`config.mk`:
```
export PLATFORM = sky130hd
export DESIGN_NAME = par_ser_stream
export DESIGN_NICKNAME = d
export VERILOG_FILES = /design/src/rtl/par_ser_stream.sv
export SDC_FILE = /design/constraint.sdc
export NUM_CORES = 1
export LEC_CHECK = 0
export CAP_MARGIN = 20
export CORE_MARGIN = 4
export CORE_UTILIZATION = 35
export CTS_CLUSTER_SIZE = 24
export DETAILED_ROUTE_END_ITERATION = 12
export RECOVER_POWER = 100
export SYNTH_ARGS = -nofsm -noshare
export SYNTH_HDL_FRONTEND = slang
export SYNTH_SLANG_ARGS = --single-unit
export TNS_END_PERCENT = 20
```
`constraint.sdc`:
```
create_clock -name clk -period 3.2 [get_ports clk]
set_input_delay 0.8 -clock clk [delete_from_list [all_inputs] [get_ports clk]]
set_output_delay 0.8 -clock clk [all_outputs]
set_load 0.02 [all_outputs]
```
`src/rtl/par_ser_stream.sv`:
```
// Parallel-to-serial converter with a one-word holding register ahead of the shifter,
// so back-to-back words leave with no idle bit between them.
//
// state | meaning
// IDLE  | shifter empty, ser_out parked at IDLE_VAL
// SHIFT | shifter transmitting bit cnt of the current word
module par_ser_stream #(
    parameter int WIDTH     = 8,
    parameter bit MSB_FIRST = 1'b1,
    parameter bit IDLE_VAL  = 1'b0
) (
    input  logic             clk,
    input  logic             reset,
    input  logic             enb,
    input  logic             in_valid,
    input  logic [WIDTH-1:0] in_data,
    output logic             in_ready,
    output logic             ser_out,
    output logic             ser_valid,
    output logic             frame_start,
    output logic             busy
);

    localparam int CW = $clog2(WIDTH);
    localparam logic [CW-1:0] LAST = CW'(WIDTH - 1);

    localparam logic [0:0] IDLE  = 1'b0;
    localparam logic [0:0] SHIFT = 1'b1;

    logic [0:0]       state;
    logic [WIDTH-1:0] sr;
    logic [WIDTH-1:0] hr;
    logic [CW-1:0]    cnt;
    logic             hold_full;
    logic             accept;
    logic             load;

    assign in_ready = ~hold_full & ~reset;
    assign accept   = in_valid & in_ready;
    // Reloading on the last bit is what keeps consecutive words gap-free.
    assign load     = enb & hold_full & ((state == IDLE) | (cnt == LAST));

    always_ff @(posedge clk or posedge reset) begin
        if (reset) begin
            state     <= IDLE;
            sr        <= '0;
            hr        <= '0;
            cnt       <= '0;
            hold_full <= 1'b0;
        end else begin
            if (accept) begin
                hr        <= in_data;
                hold_full <= 1'b1;
            end
            if (load) begin
                sr    <= hr;
                cnt   <= '0;
                state <= SHIFT;
                if (!accept)
                    hold_full <= 1'b0;
            end else if (enb && state == SHIFT) begin
                if (cnt != LAST) begin
                    cnt <= cnt + CW'(1);
                    sr  <= MSB_FIRST ? {sr[WIDTH-2:0], 1'b0} : {1'b0, sr[WIDTH-1:1]};
                end else begin
                    state <= IDLE;
                end
            end
        end
    end

    assign ser_valid   = (state == SHIFT);
    assign ser_out     = (state == SHIFT) ? (MSB_FIRST ? sr[WIDTH-1] : sr[0]) : IDLE_VAL;
    assign frame_start = (state == SHIFT) && (cnt == '0);
    assign busy        = (state == SHIFT) | hold_full;

endmodule

```
==> reports/metrics.sh <==
OUTCOME='complete, no violations'
GRT_MAX_DEGREE=22
FINALPOWER_mW=0.947
MIN_PERIOD_OVER_PERIOD_PCT=91.9
POST-SYNTH-TOP-AREA-CELL='dfrtp_1'
HTREE_LEVELS=1
FIN_WS_NS=0.260
MAX-SLEW-MARGIN-REL_PCT=45.6
POST_CTS_RESIZED=0
CP-END-KIND='output pin'
CLOCK_PATH_BUFFERS=2
CLOCK-ROOT-BUFFER='clkbuf_4'
CELL_TYPES_WITH_THE_LARGEST_AREA_SHARE_AFTER_SYNTHESIS='dfrtp_1 50%, mux2_4 11%, mux2i_1 6.7%'
DRTANTENNAVIOLNETS=0
N_FILL_CELL=273
LAYOUT.CELLS.MOST_COMMON_LIST='21 x dfrtp_1, 9 x clkdlybuf4s50_1'
FINALCLOCKSKEW_NS=0.00740
DIE_H_UM=62.6
GRT_SETUP_UNREPAIRED='false'
CRITICAL_PATH_ARRIVAL_NS=2.14
CLOCK_LATENCY_OF_THE_LATER_CLOCKED_REGISTER_IN_THE_WORST_SKEW_PAIR_NS=0.30
CTS_TREE='yes'
WORST-SLEW-PIN-TRANSITION_NS=0.815
SYN-CELL-AREA_UM2=1040
MAX_FREQ_GHz=0.340
FINALNETCOUNT=114
MAXIMUM_RESISTIVE_DROP_ON_VDD_V=0.000336
PLACEDINSTANCEAREA_UM2=1210
WORST-R2R-CELL-COUNT=3
WORSTPATHMAXFANOUT=2
VIAS_PER_CELL=5.08
P_SEQ_SHARE_PCT=48.1
DRT_FIRST_PASS_ITERS=4
SYNTH_AREA_PER_CELL_UM2=12.6
POWER.SHARE.COMBINATIONAL_PCT=38.3
INTERNAL_POWER_mW=0.634
ROUTED_WIRE_LENGTH_PER_INSTANCE_UM=14.2
HOLD-PATH-CELL-COUNT=1
MIN_PATH_TYPE='register to register'
LAYOUT.CELLS.NON_FILLER=129
GRT_FIRST_PASS_WIRELENGTH_MM=2.99
NETLIST-CELL-TYPE-COUNT=24
FINAL_DESIGN_AREA_NO_FILL_UM2=1200
SLEW_VIOL_FINAL=0
NUMBER_OF_NETS_PRODUCED_BY_SYNTHESIS=98
SETUP-VIOLATIONS-FINAL=0
FINAL-HOLD-VIOLATION-COUNT=0
NET_LOAD_SWITCHING_POWER_mW=0.313
CRIT_REQUIRED_NS=2.40
MAXCAP_VIOL_COUNT=0
DRTITER0DRC=39
CLKSINKCOUNT=21
DIE_X_UM=62.6
GRT_PASS1_VIAS=650
GLOBAL_ROUTE.OVERFLOW_TOTAL=0
CTS_POST_SETUP_BUFFERS_INSERTED=0
WL_FINAL_MM=1.83
YS.WARNINGS.COUNT=0
ANTENNA_FOUND_INITIAL=0
FINALWORSTPATHREQUIREDPERIOD_NS=2.94
CLOCK_POWER_SHARE_PCT=13.6
DETAILROUTE.VIA_COUNT=655
FINAL_COMMON_CELL='dfrtp_1'
POWER_DENSITY_nW_PER_UM2=787
FINAL_CORE_UTIL_PCT=42.9
YS_SEQ_AREA_SHARE_PCT=50.3
WORST_SETUP_PATH_START_KIND='primary input'
ROWS=19
P_LEAK_nW=0.510
YOSYS_REGISTER_BITS=21
START_UTIL_PCT=37.2
GRTUSAGETOTAL_PCT=9.57
SYNTH_TOP_AREA_SHARE_PCT=50.3
PLACE.DETAILED.INSTANCES=125
REGTOREGSETUPSLACK_NS=1.40
HOLD_BUFFERS=0
DP_WORST_SETUP_SLACK_NS=0.443
CORE-AREA_UM2=2810
DETAILEDPLACEMENTHPWL_MM=1.24
FULL_DIE_AREA_UM2=3920
FLOORPLAN.IO_PINS=17
CTS_BUFFERS=3
CLOCK_SLEW_AT_REPORTED_PATH_FFS_NS=0.11
POST_ROUTE_CELLS_DRIVE_ABOVE_1_SHARE_PCT=9.18
PLACE.PORT_BUFFERS=16
AREAGROWTHSYNTHTOFINISH_PCT=15.2
SETUP_TNS_NS=0
DRT_DRC_VIOLATIONS_LEFT=0
FIN_HOLD_WS_NS=0.487
GP_CONGESTION=0.651
NETSWITCHINGFRACTION_PCT=33.1
SYN-INSTANCE-COUNT=83
DIODES=0
SETUP.WORST_PATH.CLASS='primary input to output pin'
-- layout make-up --
type | count | area (um^2) | area share, %
Tap cell | 31 | 38.8 | 3.22
Multi-Input combinational cell | 52 | 434 | 36.1
Clock buffer | 4 | 26.3 | 2.18
Sequential cell | 21 | 526 | 43.7
Timing Repair Buffer | 16 | 160 | 13.3
Inverter | 5 | 18.8 | 1.56
-- final timing paths --
kind / start / endpoint
hold reg to reg: hr[2] / hr[2]
setup reg to reg: hold_full / hr[0]
min in group asynchronous: reset / sr[5]
setup / recovery: reset / in_ready
max in group asynchronous: reset / hr[3]
hold / removal: hr[2] / hr[2]
-- state kept, by name (all words and copies together) (netlist names) --
name / flops
hr: 8
sr: 8
cnt: 3
hold_full: 1
ser_valid: 1
-- logic make-up after synthesis --
family                     synth area share (%)
buffers and inverters                      5.39
AOI/OAI and AO/OA                          10.1
muxes                                      18.2
DFF                                        50.3
and+or+nand+nor                            12.5
adders and majority gates                  3.59
-- synthesized netlist by cell type --
library cell / n
or2_2: 1
dfrtp_1: 21
nand2b_1: 7
ha_1: 3
and2_4: 1
nand2_1: 2
a21o_1: 1
a2bb2oi_1: 7
and3_2: 1
mux2_4: 8
a22o_1: 1
buf_4: 1
o21ai_0: 4
nor2_2: 1
buf_6: 2
and2_2: 1
inv_1: 5
nand3_1: 3
clkbuf_1: 2
o21a_1: 1
nand4_1: 1
nor2b_4: 1
mux2i_1: 7
or2b_1: 1
-- power groups by stage --
stage	clock network, mW	registers [mW]	logic [mW]
2_1_floorplan	0	0.433	0.341
3_3_place_gp	0	0.463	0.405
3_5_place_dp	0	0.468	0.418
4_1_cts	0.139	0.463	0.420
5_1_grt	0.148	0.477	0.402
6_report	0.129	0.456	0.363
-- critical path: stages --
cell	delay, ns
dlygate4sd3_1	0.56
nor2_2	0.09
dlygate4sd3_1	0.68
-- per-layer routing --
metal	share of wire, %	up-vias	GRT usage (%)
met5	0	-	0
met3	5.5	2	3.96
met2	44	17	14.2
li1	-	316	-
met4	0.38	0	1.65
met1	50	320	13.1
No activity file was read; power rests on OpenSTA's default activity.
